File: src/rtl/regfile_sb.sv
// Register file with a per-register pending scoreboard.
// Reads are combinational with optional same-cycle write forwarding.
// A link write updates both wr_addr and LINK_IDX.
// busy_cnt tracks the number of pending registers.
module regfile_sb #(
  parameter int unsigned DW       = 32,
  parameter int unsigned AW       = 5,
  parameter int unsigned NRD      = 3,
  parameter int unsigned LINK_IDX = 1,
  parameter int unsigned BYPASS   = 1
) (
  input  logic              clk,
  input  logic              rst_n,
  input  logic [NRD*AW-1:0] rd_addr,
  output logic [NRD*DW-1:0] rd_data,
  output logic [NRD-1:0]    rd_busy,
  input  logic [1:0]        we,
  input  logic [AW-1:0]     wr_addr,
  input  logic [DW-1:0]     wr_data,
  input  logic              sb_set,
  input  logic [AW-1:0]     sb_addr,
  output logic [AW:0]       busy_cnt
);

  localparam int unsigned   DEPTH  = 1 << AW;
  localparam logic [AW-1:0] LINK_A = AW'(LINK_IDX);

  logic [DW-1:0]    mem [DEPTH];
  logic [DEPTH-1:0] pend;
  logic [DEPTH-1:0] wr_hit;
  logic [DEPTH-1:0] set_vec;
  logic             wr_a_en;
  logic             wr_l_en;
  logic             set_en;
  logic             inc;
  logic             clr_a;
  logic             clr_l;

  // Decode this cycle's writes, scoreboard set and counter deltas.
  // The link write is suppressed when it aliases wr_addr, so the pair never double-counts.
  always_comb begin
    wr_hit  = '0;
    set_vec = '0;
    wr_a_en = (we != 2'b00) && (wr_addr != '0);
    wr_l_en = (we == 2'b11) && (LINK_A != '0) && (LINK_A != wr_addr);
    set_en  = sb_set && (sb_addr != '0);
    if (wr_a_en) wr_hit[wr_addr] = 1'b1;
    if (wr_l_en) wr_hit[LINK_A]  = 1'b1;
    if (set_en)  set_vec[sb_addr] = 1'b1;
    // A new producer on the same register keeps it pending, so no clear is counted.
    inc   = set_en && !pend[sb_addr];
    clr_a = wr_a_en && pend[wr_addr] && !(set_en && (sb_addr == wr_addr));
    clr_l = wr_l_en && pend[LINK_A]  && !(set_en && (sb_addr == LINK_A));
  end

  // Storage, pending bits and busy counter; reset wins over everything.
  always_ff @(posedge clk) begin
    if (!rst_n) begin
      for (int unsigned i = 0; i < DEPTH; i++) mem[i] <= '0;
      pend     <= '0;
      busy_cnt <= '0;
    end else begin
      for (int unsigned i = 0; i < DEPTH; i++) begin
        if (wr_hit[i]) mem[i] <= wr_data;
      end
      pend     <= (pend & ~wr_hit) | set_vec;
      busy_cnt <= busy_cnt + (AW+1)'(inc) - (AW+1)'(clr_a) - (AW+1)'(clr_l);
    end
  end

  // Independent combinational read ports with optional forwarding.
  for (genvar k = 0; k < int'(NRD); k++) begin : g_rd
    logic [AW-1:0] a;
    logic          fwd;
    assign a   = rd_addr[k*AW +: AW];
    assign fwd = (BYPASS != 0) && wr_hit[a];
    assign rd_data[k*DW +: DW] = fwd ? wr_data : ((a == '0) ? '0 : mem[a]);
    assign rd_busy[k]          = pend[a] && !fwd;
  end

endmodule

File: config.mk
export PLATFORM = sky130hd
export DESIGN_NAME = regfile_sb
export DESIGN_NICKNAME = d
export VERILOG_FILES = /design/src/rtl/regfile_sb.sv
export SDC_FILE = /design/constraint.sdc
export NUM_CORES = 2
export LEC_CHECK = 0
export BUFFER_PORTS_ARGS = -buffer_cell sky130_fd_sc_hd__buf_2
export CELL_PAD_IN_SITES_DETAIL_PLACEMENT = 2
export CELL_PAD_IN_SITES_GLOBAL_PLACEMENT = 2
export CORE_MARGIN = 5
export CORE_UTILIZATION = 47
export CTS_CLUSTER_SIZE = 25
export DETAILED_ROUTE_END_ITERATION = 10
export GPL_TIMING_DRIVEN = 0
export PLACE_DENSITY_LB_ADDON = 0.15
export SLEW_MARGIN = 30
export SYNTH_ARGS = -nofsm -noshare
export SYNTH_HDL_FRONTEND = slang
export SYNTH_SLANG_ARGS = --single-unit
export TNS_END_PERCENT = 5
File: constraint.sdc
create_clock -name clk -period 4.61 [get_ports clk]
set_input_delay 0.2305 -clock clk [delete_from_list [all_inputs] [get_ports clk]]
set_output_delay 0.2305 -clock clk [all_outputs]
set_load 0.05 [all_outputs]
==> results.cfg <==
[route]
totalWireLength_mm = 306
drt-pass1-iter-count = 7
viasPerCell = 7.85
drc_errors = 0
vias = 50118
wl_per_cell_um = 48.0
drtIter0Drc = 9203
ant_nets = 0

[synthesis]
synth-seq-area-share_pct = 50.9
ys_types = 72
ys_warn_count = 0
netlist_area_um2 = 61900
ys.flop_type = edfxtp_1
synth_area_per_cell_um2 = 14.9
async_reset_ff_share_pct = 0
synth-seq-cells = 1062
synth_edf_count = 1024
synth_cells = 4148

[grt]
grt_pass1_vias = 51068
grt_antenna_before_repair = 25
gr-total-overflow = 0
grt_max_degree = 33
grt_first_pass_wirelength_mm = 418
grt_usage_pct = 42.9

[cells_and_area]
final_util_pct = 54.0
fin_cells = 6384
area_growth_pct = 14.4
drive_gt1_share_pct = 30.1
layout.nets = 4582
fin_area_um2 = 70800

[floorplan]
core.rowCount = 133
dieWidth_um = 373
coreArea_um2 = 131000
dieArea_um2 = 139000
initial_utilization_pct = 47.2
io_pins = 167
die_y_um = 373

[pwr]
p_leak_nw = 24.0
p_per_area_nw_per_um2 = 398
peakVddDrop_mv = 0.364

[clocking]
clock_sinks = 1062
cts-root-buf = clkbuf_16
clkLatencyLatePin_ns = 0.79
numCtsBuffers = 121
post-cts-setup-buffers = 0
clk_pin_slew_ns = 0.06
clock_path_buffers = 3
cts_tree = built
cts-htree-levels = 3

[sta]
fin_worst_skew_ns = 0.0224
max_freq_ghz = 0.199
setup_viol_count_final = 42
finalHoldViolCount = 0
slew_viol_final = 0
final.min_clock_period_ns = 5.02
period_share_pct = 109
tightestPinTransition_ns = 1.17
rsz0062_at_grt = yes
relSlewSlack_pct = 21.3
finalWorstSetupSlack_ns = -0.411

[setup_path]
worstPathRequired_ns = 4.38
cp_max_fo = 10
arrival_ns = 4.79
crit_path_start_kind = input port
crit_path_end_kind = output port
crit_type = input port to output port

[placed_design]
place_area_um2 = 66500
dp.final_hpwl_mm = 220
port-buffer-count = 153
gp_congestion = 0.973
placed_cells = 6138

[outcome]
failed_checks = negative setup slack
status = complete, but fails checks

[job]
cap_viol_max_count = 0

[worst_hold_path]
hp-class = input port to register
-- per-layer routing --
layer | vias to the layer above | GRT usage, % | share of wire, %
met5 | - | 0.309 | 0.097
met4 | 22 | 22.6 | 6.7
met3 | 1218 | 16.3 | 15
met2 | 4844 | 65.6 | 45
met1 | 26223 | 53.3 | 34
li1 | 17811 | - | -
-- cells in the mapped netlist, types with 19 or more instances --
master	number	area [um2]
edfxtp_1	1024	30700
mux4_2	719	16200
nor2_1	627	2350
clkbuf_1	289	1080
mux2i_1	225	2250
o21ai_0	144	721
a22o_1	128	1120
buf_2	94	470
nand2_1	79	297
o22ai_1	76	475
a21oi_1	74	370
mux2_2	69	777
a22oi_1	66	495
inv_1	64	240
o221ai_1	62	543
mux2_1	58	653
nor3_1	41	205
dfxtp_1	38	761
buf_1	37	139
a221oi_1	33	289
o41ai_1	31	272
a32o_1	19	190
-- repair_timing --
item,in CTS,in global routing
gates resized for setup,4,6
hold buffers,4,0
endpoints found under the setup margin,32,20
hold endpoints to repair,9,0
-- through the flow --
stage                     worst slack (ns)  hold WS (ns)   TNS, ns  total power [mW]
final                               -0.411        0.0808     -5.94              28.2
after floorplan                      0.502         0.432         0              15.2
after global routing                -0.177        0.0751     -1.29              28.6
after global placement               -3.74         0.511  -1524.75              17.2
after detailed placement            -0.313         0.554     -4.63              17.5
after CTS                          -0.0874        0.0409    -0.196              27.8
-- layout by cell type (no fill, tap or decap), types with 10 or more instances in the layout --
cell type and n:
edfxtp_1 1024, mux4_2 719, nor2_1 626, buf_2 266, clkbuf_1 265, mux2i_1 225
a22o_1 128, clkbuf_16 122, o21ai_0 105, o22ai_1 76, a21oi_1 74, mux2_2 69
a22oi_1 66, inv_1 63, o221ai_1 62, nand2_1 61, mux2_1 58, clkbuf_2 46
nor3_1 41, dfxtp_1 38, a221oi_1 33, conb_1 32, buf_16 30, o41ai_1 29
o21ai_1 28, clkinv_2 26, clkinv_1 25, a32o_1 19, bufinv_16 18, buf_1 17
nand2_4 17, o21ai_4 13, diode_2 12, xnor2_1 11, buf_8 10
-- cell type report --
cell class | count | area, um2
Clock inverter | 82 | 982
Fill cell | 11885 | 60300
Sequential cell | 1062 | 31500
Multi-Input combinational cell | 2626 | 28800
Clock buffer | 146 | 3160
Buffer | 427 | 1860
Timing Repair Buffer | 210 | 2010
Inverter | 64 | 243
Antenna cell | 12 | 30.0
Tap cell | 1755 | 2200
-- worst max-delay path, stage by stage --
cell      delay (ns)
buf_2           0.37
clkbuf_1        0.78
buf_1           0.92
mux4_2          0.45
a22o_1          0.21
o21ai_0         0.91
o41ai_1         0.30
mux2_1          0.37
buf_2           0.22
-- flip-flops by register name (all words and copies together), names as in the netlist --
register	count
mem	1024
pend	32
busy_cnt	6
-- kinds of logic (layout without fill, tap and decap cells) --
kind of cell	count (synthesis)	after routing	synth area share (%)
other	1	44	0.00606
XOR/XNOR	20	20	0.283
buffers and inverters	491	929	3.25
multiplexers	1071	1071	32.1
AO/OA/AOI/OAI	668	668	7.73
flip-flops	1062	1062	50.9
adder cells (fa/ha/maj)	8	8	0.186
AND/OR/NAND/NOR	827	827	5.53
-- worst paths after layout --
kind	slack, ns	startpoint	end	cells after the start
setup / recovery	-0.41	rd_addr[6]	rd_data[35]	9
setup reg to reg	0.84	pend[23]	busy_cnt[5]	13
hold / removal	0.08	wr_data[8]	mem[10][8]	3
hold reg to reg	0.57	pend[21]	pend[21]	2
-- power breakdown --
part / switching (mW) / internal, mW
sequential: 0.612 / 11.3
combinational: 3.75 / 2.05
clock: 4.51 / 5.91
Power figures use the tool's default switching activity.
